--- src/rtl/lsu.sv ---
// Load/store unit: drives the data-RAM port for one request at a time, and
// masks and extends load data taken from the RAM's registered, byte-shifted read port.
module lsu #(
  parameter logic [31:0] ADDR_LIMIT  = 32'h800,
  parameter bit          CHECK_ALIGN = 1'b1
) (
  input  logic        clk_i,
  input  logic        resetn_i,
  input  logic        req_valid_i,
  output logic        req_ready_o,
  input  logic        req_store_i,
  input  logic [2:0]  req_funct3_i,
  input  logic [31:0] req_addr_i,
  input  logic [31:0] req_wdata_i,
  output logic        resp_valid_o,
  input  logic        resp_ready_i,
  output logic        resp_err_o,
  output logic [31:0] resp_rdata_o,
  output logic [31:0] mem_addr_o,
  output logic [2:0]  mem_we_o,
  output logic [31:0] mem_wdata_o,
  input  logic [31:0] mem_rdata_i
);

  typedef enum logic [2:0] {
    StIdle,
    StLoadAddr,
    StLoadCapture,
    StStore,
    StResp
  } state_e;

  state_e      state_q, state_d;
  logic [31:0] addr_q, addr_d;
  logic [31:0] wdata_q, wdata_d;
  logic [31:0] rdata_q, rdata_d;
  logic [2:0]  funct3_q, funct3_d;
  logic        err_q, err_d;

  logic        misaligned;
  logic        req_err;
  logic [31:0] wdata_masked;
  logic [31:0] load_ext;

  // Request legality, evaluated on the live request so errors never reach memory.
  always_comb begin
    misaligned = 1'b0;
    if (CHECK_ALIGN) begin
      case (req_funct3_i[1:0])
        2'b01:   misaligned = req_addr_i[0];
        2'b10:   misaligned = |req_addr_i[1:0];
        default: misaligned = 1'b0;
      endcase
    end
    req_err = (req_addr_i >= ADDR_LIMIT) || misaligned;
    if (req_store_i) begin
      req_err = req_err || req_funct3_i[2] || (req_funct3_i[1:0] == 2'b11);
    end else begin
      req_err = req_err || (req_funct3_i == 3'b011) || (req_funct3_i[2:1] == 2'b11);
    end
  end

  always_comb begin
    case (req_funct3_i[1:0])
      2'b00:   wdata_masked = {24'h0, req_wdata_i[7:0]};
      2'b01:   wdata_masked = {16'h0, req_wdata_i[15:0]};
      default: wdata_masked = req_wdata_i;
    endcase
  end

  // mem_rdata_i is already shifted down to the addressed byte.
  always_comb begin
    case (funct3_q)
      3'b000:  load_ext = {{24{mem_rdata_i[7]}}, mem_rdata_i[7:0]};
      3'b100:  load_ext = {24'h0, mem_rdata_i[7:0]};
      3'b001:  load_ext = {{16{mem_rdata_i[15]}}, mem_rdata_i[15:0]};
      3'b101:  load_ext = {16'h0, mem_rdata_i[15:0]};
      default: load_ext = mem_rdata_i;
    endcase
  end

  always_comb begin
    state_d  = state_q;
    addr_d   = addr_q;
    wdata_d  = wdata_q;
    rdata_d  = rdata_q;
    funct3_d = funct3_q;
    err_d    = err_q;
    unique case (state_q)
      StIdle: begin
        if (req_valid_i) begin
          addr_d   = req_addr_i;
          wdata_d  = wdata_masked;
          funct3_d = req_funct3_i;
          rdata_d  = 32'h0;
          err_d    = req_err;
          if (req_err)          state_d = StResp;
          else if (req_store_i) state_d = StStore;
          else                  state_d = StLoadAddr;
        end
      end
      StLoadAddr:    state_d = StLoadCapture;
      StLoadCapture: begin
        rdata_d = load_ext;
        state_d = StResp;
      end
      StStore:       state_d = StResp;
      StResp:        if (resp_ready_i) state_d = StIdle;
      default:       state_d = StIdle;
    endcase
  end

  always_comb begin
    mem_we_o = 3'b000;
    if (state_q == StStore) begin
      case (funct3_q[1:0])
        2'b10:   mem_we_o = 3'b001;
        2'b01:   mem_we_o = 3'b010;
        2'b00:   mem_we_o = 3'b100;
        default: mem_we_o = 3'b000;
      endcase
    end
  end

  assign req_ready_o  = (state_q == StIdle);
  assign resp_valid_o = (state_q == StResp);
  assign resp_err_o   = err_q;
  assign resp_rdata_o = rdata_q;
  assign mem_addr_o   = addr_q;
  assign mem_wdata_o  = wdata_q;

  always_ff @(posedge clk_i) begin
    if (!resetn_i) begin
      state_q  <= StIdle;
      addr_q   <= 32'h0;
      wdata_q  <= 32'h0;
      rdata_q  <= 32'h0;
      funct3_q <= 3'h0;
      err_q    <= 1'b0;
    end else begin
      state_q  <= state_d;
      addr_q   <= addr_d;
      wdata_q  <= wdata_d;
      rdata_q  <= rdata_d;
      funct3_q <= funct3_d;
      err_q    <= err_d;
    end
  end

endmodule

--- config.mk ---
export PLATFORM = sky130hd
export DESIGN_NAME = lsu
export DESIGN_NICKNAME = d
export VERILOG_FILES = /design/src/rtl/lsu.sv
export SDC_FILE = /design/constraint.sdc
export NUM_CORES = 1
export LEC_CHECK = 0
export CAP_MARGIN = 30
export CORE_MARGIN = 3
export CORE_UTILIZATION = 25
export CTS_CLUSTER_SIZE = 10
export DETAILED_ROUTE_END_ITERATION = 10
export PLACE_DENSITY = 0.59
export SLEW_MARGIN = 10
export SYNTH_ARGS = -nofsm -noshare
export SYNTH_HDL_FRONTEND = slang
export SYNTH_SLANG_ARGS = --single-unit
export TNS_END_PERCENT = 30
--- constraint.sdc ---
create_clock -name clk_i -period 3.7 [get_ports clk_i]
set_clock_uncertainty 0.05 [all_clocks]
set_input_delay 1.11 -clock clk_i [delete_from_list [all_inputs] [get_ports clk_i]]
set_output_delay 1.11 -clock clk_i [all_outputs]
set_load 0.005 [all_outputs]
==> summary.txt <==
Run status
  • Outcome: finished, final reports clean

Global route
  • Vias in the first global route: 3944
  • Pin count of the biggest net entering global routing: 71
  • Grt ovf: 0
  • GRT Util Overall: 13.8%
  • First-pass GRT wire length: between 20 and 25 mm
  • Initial antenna violation count: 0

Worst setup path
  • WS Path Type: flip-flop to primary output
  • Worst Path Arrival: 1760 ps
  • CP Data Required Time: approximately 2500 ps
  • Top delay family on crit path: buffers and inverters
  • CP Launch Type: flip-flop
  • Worst r2r dst: resp_rdata_o[21]
  • CP max stage cell: clkdlybuf4s50_1
  • CP max FO: 8
  • Critical R2R Launch: state_q[1]
  • R2r setup slk: 1890 ps
  • Worst path buffer plus inverter count: 1
  • Crit. End Element: primary output
  • Worst path cell trace: nand3b_1, nor3b_1, clkdlybuf4s50_1
  • Reg2reg path depth: 3
  • CP peak stage delay: 550 ps

Die
  • Core ar.: 16100 um2
  • Ports: between 200 and 250
  • DIE AREA: 18200 um2
  • Die X: 135 um
  • Die outline height: 135 um
  • Core Rows: 46
  • Initial cell density of the core: 25.8%

STA
  • Final period utilization: 78.9%
  • Setup violations, final: 0
  • Min Tclk post-route: 2920 ps
  • FMAX: around 0.34 GHz
  • Hold_ws: roughly 400 ps
  • Max transition margin: roughly two fifths
  • Hold Vio Cnt, Final: 0
  • RSZ-0062 raised after global routing: false
  • Worst slew pin tran: 875 ps
  • Fin Setup TNS: 0 ps
  • Slew Viols, Final: 0

Place
  • Routability cong.: between 0.7 and 0.8
  • DPL Wire Length: around 9.4 mm
  • Port Buf Inserts: approximately 210

Yosys
  • Flip-flop and latch count after synthesis: 103
  • Post-Synthesis Cells: 464
  • Top FF cell, synth: dfxtp_1
  • Top cell type's share of synthesized area: 49.8%
  • Yosys synthesis warning count: 0
  • Asr flop ratio synth: 0%
  • Syn Nets: 572
  • Most frequent cell after synthesis: nand2_1
  • Number of synthesized flops with an enable pin: 0
  • Area leader, netlist: dfxtp_1
  • Synth unique cells: 33
  • Area contributors post-synth: dfxtp_1 (50%), a21boi_0 (12%), nand2_1 (11%), nor2b_1 (3.8%), o2bb2ai_1 (3.4%)
  • Synth top cells by count: nand2_1 (121), dfxtp_1 (103), a21boi_0 (65)
  • Cell Area, Synth: about 4100 um2
  • Post-Syn Area per Cell: 8.93 um2
  • Register area share after synthesis: 49.8%

Drt
  • Avg WL per Cell: around 15 um
  • Top Layer Used: met4
  • Metal2 WL: 6.04 mm
  • Overall routed net length: 12.8 mm
  • Initial DRT Pass Iterations: 4
  • DR DRC count: 0
  • Iter 0 DRT Violations: 100
  • Routed Antenna Nets: 0
  • Vias: roughly 3900
  • Metal3 WL: between 1 and 1.5 mm
  • Routed vias/inst: around 4.5
  • Post-Route M1 WL: 5.48 mm

Clock network
  • Reg clk slew, reported paths: around 70 ps
  • CTS tree: built
  • CTS Buffer Depth: 2
  • Clock Latency Late Sink: 340 ps
  • CTS buffer count: 9
  • Clk sinks: 103
  • H-tree levels: 3
  • PostCTS Resize Cnt: 0
  • Postcts setup bufs: 0
  • CTS hold repair buffers: 0
  • Root buffer cell: clkbuf_16

Power
  • Max rail drop VDD: between 0.0002 and 0.0003 V
  • PD cells: ~370 nW/um2
  • Leakage power: about 2.3 nW

Hold path
  • Hold path depth: 2
  • Hold Path Class: flip-flop to flip-flop
  • Min-delay src: resp_rdata_o[10]
  • Hold Path Sink: resp_rdata_o[10]

Finish
  • Synth-to-Final Area Change: 60.3%
  • Nets: 761
  • Ant. Diodes: 0
  • Layout cells sized above 1: 4.41%

Flow run
  • Max Cap Viol: 0
where the power goes:
group	switching, W	internal [W]
clock	0.000420	0.000526
combinational	0.000148	0.000219
sequential	0.0000243	0.00115
worst max-delay path by stage:
stage                          startpoint         endpoint  slack (ps)  cells after the start
after global placement    req_funct3_i[1]       state_q[1]         790                      7
after CTS                      state_q[0]      mem_we_o[0]         740                      3
after detailed placement  req_funct3_i[1]       state_q[1]         690                      7
after global routing           state_q[0]      mem_we_o[1]         630                      3
after floorplan           req_funct3_i[1]  mem_wdata_o[21]        1430                      6
final                          state_q[1]      mem_we_o[0]         780                      3
per-stage QoR:
stage | setup WS (ps) | cells | area, um2 | util [%] | power (W)
CTS | 735 | 874 | 6640 | 41.4 | 0.00254
detailed placement | 689 | 858 | 6350 | 39.6 | 0.00157
finish | 781 | 874 | 6640 | 41.4 | 0.00249
global route | 626 | 874 | 6640 | 41.4 | 0.00261
global placement | 790 | 858 | 6350 | 39.6 | 0.00157
floorplan | 1430 | 464 | 4140 | - | 0.00134
flip-flops by register name (all words and copies together), names as in the netlist:
register / flops
funct3_q: 3
mem_addr_o: 32
state_q: 3
mem_wdata_o: 32
resp_rdata_o: 32
resp_err_o: 1
layer usage:
| layer | GRT usage [%] | up-vias |
|---|---|---|
| met5 | 0 | - |
| met4 | 6.05 | 0 |
| met3 | 4.06 | 18 |
| met2 | 22.8 | 135 |
| met1 | 16.8 | 1803 |
| li1 | - | 1949 |
cell type report:
| class | count | area [um2] |
|---|---|---|
| clock buffers | 11 | 233 |
| clock inverters | 5 | 58.8 |
| fillers | 1589 | 9420 |
| inverters | 3 | 11.3 |
| multi-input cells | 324 | 1880 |
| flip-flops and latches | 103 | 2060 |
| well taps | 216 | 270 |
| repair buffers | 212 | 2120 |
logic make-up after synthesis:
logic type	synth area share, %
buf+inv	4.89
fa+ha+maj	1.21
simple gates	22.3
mux	0.242
compound gates	21.6
flops	49.8
placed cells by master, fill, tap and decap left out, types with 5 or more instances in the layout:
master           count
buf_4                5
dfxtp_1            103
clkdlybuf4s50_1    204
nand3_1             26
nor2b_1             25
o21ai_0             12
nand2_1            120
a22oi_1              8
nor2_1               5
a21boi_0            65
clkbuf_16            9
a21boi_1            11
nor4_1               5
o2bb2ai_1           16
tightest hold or removal path, delay by kind of cell, from the launching register on:
family	cells	cell delay, ps
simple gates	1	50
flops	1	310
compound gates	1	50
Power figures use the tool's default switching activity.
==> edit, RTL diff (same flow settings) <==
Encoding of `state_e`: now one-hot (5 bits for 5 states).
--- a/src/rtl/lsu.sv
+++ b/src/rtl/lsu.sv
@@ -24,8 +24,8 @@
 
-  typedef enum logic [2:0] {
-    StIdle,
-    StLoadAddr,
-    StLoadCapture,
-    StStore,
-    StResp
+  typedef enum logic [4:0] {
+    StIdle        = 5'b00001,
+    StLoadAddr    = 5'b00010,
+    StLoadCapture = 5'b00100,
+    StStore       = 5'b01000,
+    StResp        = 5'b10000
   } state_e;
Behaviour: same outputs for any inputs over 10 cycles, from zero or initial values and one cycle with resetn_i low; not proved beyond that.
==> edit against the original RTL <==
  * Worst setup slack worse by 250 ps
  * Non-clock buffer count rose by 2
  * Sequential cell count up 2
  * Synthesized area increased by 7.2%
  * Total power grew 3.9%
  * Via count rose by 9.0%
  * Cell count is 5.6% higher
  * Wire length is 8.0% higher
  * Design area up 4.4%
  * Hold slack gained 3.9 ps
==> edit: results (changes against the original RTL) <==
status:
  status: "finished clean"  # unchanged
critical_path:
  path_delay_family: "simple AND/OR/NAND/NOR gates"  # was buffers and inverters
  endpoint: "mem_we_o[1]"  # was mem_we_o[0]
  r2r_cells: 5  # was 3
  r2r_slack_ps: 1620  # was 1890 ps
  max_stage_delay_ps: 570  # was 550 ps
  startpoint: "state_q[0]"  # was state_q[1]
  crit_fanout: 11  # was 8
logic_synthesis:
  synth_mux_area_share_pct: 0.225  # was 0.242%
  ys_seq_elements: 105  # was 103
  ys_types: 38  # was 33
  yosys-top-cells-area: "dfxtp_1 (47%), a21boi_0 (11%), nand2_1 (10%)"  # was dfxtp_1 (50%), a21boi_0 (12%), nand2_1 (11%)
  synth_common_cells: "nand2_1 (123), dfxtp_1 (105), a21boi_0 (65), nor2b_1 (32), nand3_1 (27)"  # was nand2_1 (121), dfxtp_1 (103), a21boi_0 (65), nand3_1 (26), nor2b_1 (25)
  yosys.area_share.adder_pct: 1.35  # was 1.21%
  syn_nets: 619  # was 572
layout:
  clock_buffers: 13  # was 11
  drive_above_1_share_pct: 4.30  # was 4.41%
  fillers: 1720  # was 1589
  non_clock_buffer_area_share_pct: 31.1  # was 32.0%
  final-clk-cell-share_pct: 4.11  # was 4.39%
  signal_buffers: 214  # was 212
  seq_area_um2: 2100  # was 2060 um^2
  multi_input_gates: 360  # was 324
  nets: 801  # was 761
grt:
  grt_pass1_vias: 4202  # was 3944
  grt_pass1_wl_mm: 22.1  # was 20.1 mm
power:
  peakVddDrop_mv: 0.211  # was 0.255 mV
  p_leak_nw: 2.37  # was 2.32 nW
placed_design:
  finalWeightedCongestion: 0.777  # was 0.752
drt:
  viasPerCell: 4.61  # was 4.47
[edit: metrics by stage]
step | worst slack, ps | total power [mW] | area (um^2) | util, % | std cells
final | 529 | 2.59 | 6940 | 40.0 | 923
after global routing | 386 | 2.72 | 6940 | 40.0 | 923
after CTS | 541 | 2.63 | 6940 | 40.0 | 923
after detailed placement | 663 | 1.70 | 6650 | 38.3 | 907
after global placement | 730 | 1.69 | 6640 | 38.2 | 906
after floorplan | 1430 | 1.43 | 4440 | - | 511
[edit: power groups by stage]
stage	logic, mW	registers (mW)	clock network, mW
final	0.453	1.22	0.917
after global routing	0.498	1.22	1.00
after CTS	0.461	1.22	0.957
after detailed placement	0.458	1.24	0
after global placement	0.452	1.24	0
after floorplan	0.191	1.24	0
[edit: worst min-delay path by stage]
stage	from	endpoint	slack, ps	cells after the start
after floorplan	resp_rdata_o[10]	resp_rdata_o[10]	400	2
after global placement	resp_rdata_o[8]	resp_rdata_o[8]	390	2
after detailed placement	resp_rdata_o[9]	resp_rdata_o[9]	400	2
after CTS	resp_rdata_o[9]	resp_rdata_o[9]	410	2
after global routing	resp_rdata_o[9]	resp_rdata_o[9]	430	2
final	resp_rdata_o[9]	resp_rdata_o[9]	400	2
[edit: layer usage]
metal  vias to the layer above  GRT usage [%]  wire length [um]
li1                       2098              -                 -
met1                      1979           16.6              6010
met2                       158           22.6              6150
met3                        20           6.01              1360
met4                         0           5.15               334
met5                         -              0                 0
[edit: worst register-to-register path, delay by kind of cell, from the launching register on]
family / cells / cell delay, ps
flip-flops: 1 / 530
buffers and inverters: 1 / 270
AND/OR/NAND/NOR: 3 / 970
AO/OA/AOI/OAI: 1 / 180
